[src/rtl/pwm_pkg.sv]
// Shared definitions for the multi-channel PWM generator: default counter
// width, channel-index width helper and the un-inverted idle pin level.
package pwm_pkg;

    localparam int DEFAULT_CNT_W = 8;

    // Pin level of a non-inverted channel when it is not driving its pulse;
    // a channel's real idle level is this value XOR its inversion bit.
    localparam logic IDLE_LEVEL = 1'b0;

    // Width of a channel index; never narrower than one bit.
    function automatic int ch_idx_w(input int n);
        if (n > 1) begin
            return $clog2(n);
        end else begin
            return 1;
        end
    endfunction

endpackage

[src/rtl/pwm_channel.sv]
// One PWM channel: shadow duty written from the register port, active duty
// reloaded at period boundaries (or continuously while stopped) and the
// registered output pin with optional inversion.
module pwm_channel
    import pwm_pkg::*;
#(
    parameter int CNT_W = DEFAULT_CNT_W
)
(
    input  logic             clk,
    input  logic             rst,
    input  logic             en,
    input  logic             run,
    input  logic             wrap,
    input  logic [CNT_W-1:0] cnt,
    input  logic             wr_sel,
    input  logic [CNT_W-1:0] wr_duty,
    input  logic             inv,
    output logic             pwm_out
);

    logic [CNT_W-1:0] shadow_r;
    logic [CNT_W-1:0] active_r;
    logic             level_s;

    // Un-inverted pin level for the current counter position.
    always_comb begin
        level_s = IDLE_LEVEL;
        if (en && run && (cnt < active_r)) begin
            level_s = ~IDLE_LEVEL;
        end else begin
            level_s = IDLE_LEVEL;
        end
    end

    // Shadow duty captures register-port writes at any time.
    always_ff @(posedge clk) begin
        if (rst) begin
            shadow_r <= {CNT_W{1'b0}};
        end else if (wr_sel) begin
            shadow_r <= wr_duty;
        end else begin
            shadow_r <= shadow_r;
        end
    end

    // Active duty follows the shadow only at a wrap or while stopped, so a
    // same-cycle write is seen one period later (old shadow value is loaded).
    always_ff @(posedge clk) begin
        if (rst) begin
            active_r <= {CNT_W{1'b0}};
        end else if (!en || wrap) begin
            active_r <= shadow_r;
        end else begin
            active_r <= active_r;
        end
    end

    // Registered output pin with per-channel inversion.
    always_ff @(posedge clk) begin
        if (rst) begin
            pwm_out <= IDLE_LEVEL ^ inv;
        end else begin
            pwm_out <= level_s ^ inv;
        end
    end

endmodule

[src/rtl/pwm_multi.sv]
// Multi-channel PWM generator: shared prescaler and period counter, one
// double-buffered duty channel per output, and a one-clock period_end pulse.
module pwm_multi
    import pwm_pkg::*;
#(
    parameter int                 CHANNELS = 4,
    parameter int                 CNT_W    = DEFAULT_CNT_W,
    parameter int                 PRESCALE = 1,
    parameter logic [CHANNELS-1:0] INV_MASK = {CHANNELS{1'b0}},
    localparam int                CH_W     = ch_idx_w(CHANNELS)
)
(
    input  logic                clk,
    input  logic                rst,
    input  logic                en,
    input  logic [CNT_W-1:0]    period,
    input  logic                wr_en,
    input  logic [CH_W-1:0]     wr_ch,
    input  logic [CNT_W-1:0]    wr_duty,
    output logic [CHANNELS-1:0] pwm_out,
    output logic                period_end
);

    localparam int            PW        = (PRESCALE > 1) ? $clog2(PRESCALE) : 1;
    localparam logic [PW-1:0] PRESC_TOP = PW'(PRESCALE - 1);

    logic [PW-1:0]    presc_cnt_r;
    logic [CNT_W-1:0] cnt_r;
    logic [CNT_W-1:0] period_act_r;
    logic             run_s;
    logic             tick_s;
    logic             wrap_s;

    // Counting is only meaningful when enabled with a non-zero period.
    always_comb begin
        run_s = 1'b0;
        if (en && (period_act_r != {CNT_W{1'b0}})) begin
            run_s = 1'b1;
        end else begin
            run_s = 1'b0;
        end
    end

    // Counter tick at the last prescaler step, and wrap at the last count.
    always_comb begin
        tick_s = 1'b0;
        wrap_s = 1'b0;
        if (run_s && (presc_cnt_r == PRESC_TOP)) begin
            tick_s = 1'b1;
            if (cnt_r == (period_act_r - CNT_W'(1))) begin
                wrap_s = 1'b1;
            end else begin
                wrap_s = 1'b0;
            end
        end else begin
            tick_s = 1'b0;
            wrap_s = 1'b0;
        end
    end

    // Prescaler: counts clocks per tick, held at zero when not running.
    always_ff @(posedge clk) begin
        if (rst) begin
            presc_cnt_r <= {PW{1'b0}};
        end else if (!run_s) begin
            presc_cnt_r <= {PW{1'b0}};
        end else if (presc_cnt_r == PRESC_TOP) begin
            presc_cnt_r <= {PW{1'b0}};
        end else begin
            presc_cnt_r <= presc_cnt_r + PW'(1);
        end
    end

    // Period counter wraps modulo period_act, not modulo 2^CNT_W.
    always_ff @(posedge clk) begin
        if (rst) begin
            cnt_r <= {CNT_W{1'b0}};
        end else if (!run_s) begin
            cnt_r <= {CNT_W{1'b0}};
        end else if (wrap_s) begin
            cnt_r <= {CNT_W{1'b0}};
        end else if (tick_s) begin
            cnt_r <= cnt_r + CNT_W'(1);
        end else begin
            cnt_r <= cnt_r;
        end
    end

    // Active period follows the input only at a wrap or while stopped.
    always_ff @(posedge clk) begin
        if (rst) begin
            period_act_r <= {CNT_W{1'b0}};
        end else if (!en || wrap_s) begin
            period_act_r <= period;
        end else begin
            period_act_r <= period_act_r;
        end
    end

    // One-clock pulse following each wrap.
    always_ff @(posedge clk) begin
        if (rst) begin
            period_end <= 1'b0;
        end else begin
            period_end <= wrap_s;
        end
    end

    genvar gi;
    generate
        for (gi = 0; gi < CHANNELS; gi++) begin : g_ch
            pwm_channel #(
                .CNT_W (CNT_W)
            ) u_ch (
                .clk     (clk),
                .rst     (rst),
                .en      (en),
                .run     (run_s),
                .wrap    (wrap_s),
                .cnt     (cnt_r),
                .wr_sel  (wr_en && (wr_ch == CH_W'(gi))),
                .wr_duty (wr_duty),
                .inv     (INV_MASK[gi]),
                .pwm_out (pwm_out[gi])
            );
        end
    endgenerate

endmodule
[config.mk]
export PLATFORM = sky130hd
export DESIGN_NAME = pwm_multi
export DESIGN_NICKNAME = d
export VERILOG_FILES = /design/src/rtl/pwm_pkg.sv /design/src/rtl/pwm_channel.sv /design/src/rtl/pwm_multi.sv
export SDC_FILE = /design/constraint.sdc
export NUM_CORES = 1
export LEC_CHECK = 0
export BUFFER_PORTS_ARGS = -buffer_cell sky130_fd_sc_hd__buf_4
export CORE_MARGIN = 2
export CORE_UTILIZATION = 50
export DETAILED_ROUTE_END_ITERATION = 12
export PLACE_DENSITY_LB_ADDON = 0.12
export REMOVE_ABC_BUFFERS = 1
export SYNTH_ARGS = -nofsm -noshare
export SYNTH_HDL_FRONTEND = slang
export SYNTH_SLANG_ARGS = --single-unit
[constraint.sdc]
create_clock -name clk -period 1.8 [get_ports clk]
set_input_delay 0.09 -clock clk [delete_from_list [all_inputs] [get_ports clk]]
set_output_delay 0.09 -clock clk [all_outputs]
set_load 0.05 [all_outputs]
==> results.yml <==
run_status:
  outcome: "complete, but fails checks"
  violations: "setup timing"
die:
  coreArea_um2: 8680
  initial_core_util_pct: 51.4
  io_pins: 27
  dieArea_um2: 9700
  die_width_um: 98.5
  die_height_um: 98.5
  rows: 34
worst_setup_path:
  rr_endpoint: "g_ch[2].u_ch.active_r[7]"
  cp_slowest_cell: "dfxtp_2"
  worstPathRequired_ps: 2030
  r2r_setup_slack_ps: -140
  reg2reg_depth: 10
  crit_type: "reg2reg"
  cpPeakStageDelay_ps: 340
  cp_data_arrival_time_ps: 2170
  start_kind: "flop"
  worstSetupStartpoint: "period_act_r[1]"
  rr_startpoint: "period_act_r[1]"
  path_max_fanout: 10
  end_kind: "flop"
  cp_common_cell: "buf_12"
  cp_cell_sequence: "inv_2 > ha_4 > xor2_1 > o211ai_1 > a211o_1 > nor2_4 > a31oi_4 > buf_12 > buf_12 > mux2i_1"
routing:
  antenna_left: 0
  drt-total-wl_mm: 9.11
  via_count: 3228
  drc: 0
  drt_iter0_drc: 117
  firstDrtPassIters: 4
  vias_per_cell: 5.12
  wl_per_cell_um: 14.5
grt:
  grt_max_degree: 114
  grt-ovfl-total: 0
  grt_usage_pct: 19.7
  antenna_found_initial: 0
  grt_pass1_vias: 3195
  grt_pass1_wl_mm: 15.2
clock_tree:
  clk_path_buf_depth: 2
  h-tree-depth: 3
  cts_tree: "built"
  insertion_delay_ps: 350
  cts_made_buffers: 9
  path_clk_slew_ps: 90
  cts.sinks: 86
  clockRootBuffer: "clkbuf_8"
place:
  gp_congestion: 0.787
  portBuffers: 26
  placedCellCount: 598
  dp_hpwl_mm: 5.95
worst_hold_path:
  hold_class: "in2reg"
  holdPathStages: 3
  hold_end: "period_act_r[3]"
  hp-start: "period[3]"
layout:
  seq_area_um2: 1730
  fin_cells: 630
  drive_above_1_share_pct: 21.1
  syn_to_final_growth_pct: 23.0
  nNetsFinal: 570
  n_antenna_cell: 0
  multiInputGateArea_um2: 2570
  fillers: 738
synth:
  synth_top_area_share_pct: 38.6
  yosysSeqAreaShare_pct: 38.6
  synth_ff_type: "dfxtp_1"
  synth_common_cells: "dfxtp_1, nand2b_1, mux2i_1, nor2_1, inv_1"
  synth_edf_count: 0
  avgSynthCellArea_um2: 9.73
  netlist_area_um2: 4460
  yosysTopAreaCell: "dfxtp_1"
  async_flop_share_pct: 0
  synth.top_cells.by_area: "dfxtp_1, mux2i_1, nand2b_1, ha_1, nor2_1"
  yosys.cell_types.count: 42
  synth_cells: 459
  yosysWarnings: 0
  synth_seq_cells: 86
  post-synth-top-count-cell: "dfxtp_1"
power:
  power_leakage_nw: 2.42
  p_per_area_nw_per_um2: 759
  vdd.ir_drop.worst_v: 0.000413
  finalPower_mw: 4.17
sta:
  post-route-period-util_pct: 108
  finalHoldViolCount: 0
  fmax_mhz: 515
  rsz0062_at_grt: "yes"
  final-setup-viol-count: 48
  setup_ws_ps: -140
  clock_skew_ps: 13.2
  final_max_slew_viol_count: 0
  fin_crit_ps: 1940
run:
  max-cap-violations: 0
## kinds of logic (layout without fill, tap and decap cells)
family | Yosys count | in the layout | synth area share [%]
xor+xnor | 15 | 15 | 2.94
fa+ha+maj | 30 | 30 | 8.41
flops | 86 | 86 | 38.6
compound gates | 39 | 39 | 7.12
simple gates | 158 | 158 | 19.7
mux | 73 | 73 | 16.4
buf+inv | 57 | 120 | 6.81
other cells | 1 | 1 | 0.0840
## state kept, by name, summed over array words and instances (netlist names)
signal	cells
period_act_r	8
cnt_r	8
g_ch.u_ch.shadow_r	32
presc_cnt_r	1
g_ch.u_ch.pwm_out	4
period_end	1
g_ch.u_ch.active_r	32
## stage by stage
| step | hold WS, ps | instance area [um^2] | util (%) | TNS [ps] | setup slack [ps] |
|---|---|---|---|---|---|
| 3_5_place_dp | 356 | 4880 | 56.2 | -8530 | -243 |
| 5_1_grt | 0.722 | 5490 | 63.3 | -9270 | -246 |
| 4_1_cts | 0.363 | 5440 | 62.7 | -4450 | -130 |
| 2_1_floorplan | 162 | 4280 | - | -31090 | -774 |
| 6_report | 7.72 | 5490 | 63.3 | -5130 | -140 |
| 3_3_place_gp | 350 | 4880 | 56.2 | -5980 | -273 |
## final cells by class
cell class	count	area share, %
Multi-Input combinational cell	316	46.8
Sequential cell	86	31.5
Timing Repair Buffer	74	12.8
Clock buffer	11	2.57
Tap cell	108	2.46
Inverter	31	2.12
Clock inverter	4	1.73
## critical path: cells and delay by family (launching register included)
family | cells | cell delay (ps)
AOI/OAI and AO/OA | 3 | 490
buffers and inverters | 3 | 360
DFF | 1 | 340
adders and majority gates | 1 | 250
xor gates and xnor gates | 1 | 120
and+or+nand+nor | 1 | 120
muxes | 1 | 120
## layer usage
layer | vias to the layer above | global-route usage [%] | share of wire, %
li1 | 1643 | - | -
met1 | 1540 | 25.8 | 48
met2 | 38 | 33.1 | 48
met3 | 7 | 3.83 | 2.6
met4 | 0 | 5.48 | 1.1
met5 | - | 0 | 0
## placed cells by master, fill, tap and decap left out, types with 4 or more instances in the layout
| master | count |
|---|---|
| clkbuf_8 | 10 |
| inv_1 | 29 |
| a21o_1 | 16 |
| dlygate4sd3_1 | 8 |
| xor2_1 | 10 |
| nor2_1 | 44 |
| buf_4 | 56 |
| ha_1 | 29 |
| buf_16 | 4 |
| mux2i_1 | 73 |
| nand2b_1 | 84 |
| a21oi_1 | 5 |
| dfxtp_1 | 80 |
| nand4_1 | 6 |
| dfxtp_2 | 6 |
| nand3_1 | 4 |
## power breakdown
group          switching [mW]  total, mW  leakage (nW)  internal (mW)
clock                   0.673       1.62         0.119          0.952
combinational           0.263      0.559          1.60          0.296
sequential             0.0333       1.99         0.700           1.95
total                   0.970       4.17          2.42           3.20
## timing repair
action / CTS / global route
gates resized for setup: 31 / 11
hold buffers: 8 / 0
cloned: 3 / 0
setup buffers: 6 / 3
endpoints found under the setup margin: 52 / 52
pin swaps: 14 / 13
hold endpoints to repair: 14 / 0
## how the worst max path moves through the flow
| stage | to | cells past startpoint |
|---|---|---|
| 3_3_place_gp | g_ch[1].u_ch.pwm_out | 7 |
| 4_1_cts | g_ch[2].u_ch.active_r[7] | 10 |
| 2_1_floorplan | g_ch[0].u_ch.active_r[0] | 5 |
| 6_report | g_ch[2].u_ch.active_r[7] | 10 |
| 3_5_place_dp | g_ch[1].u_ch.pwm_out | 7 |
| 5_1_grt | g_ch[2].u_ch.active_r[3] | 10 |
No activity file was read; power rests on OpenSTA's default activity.
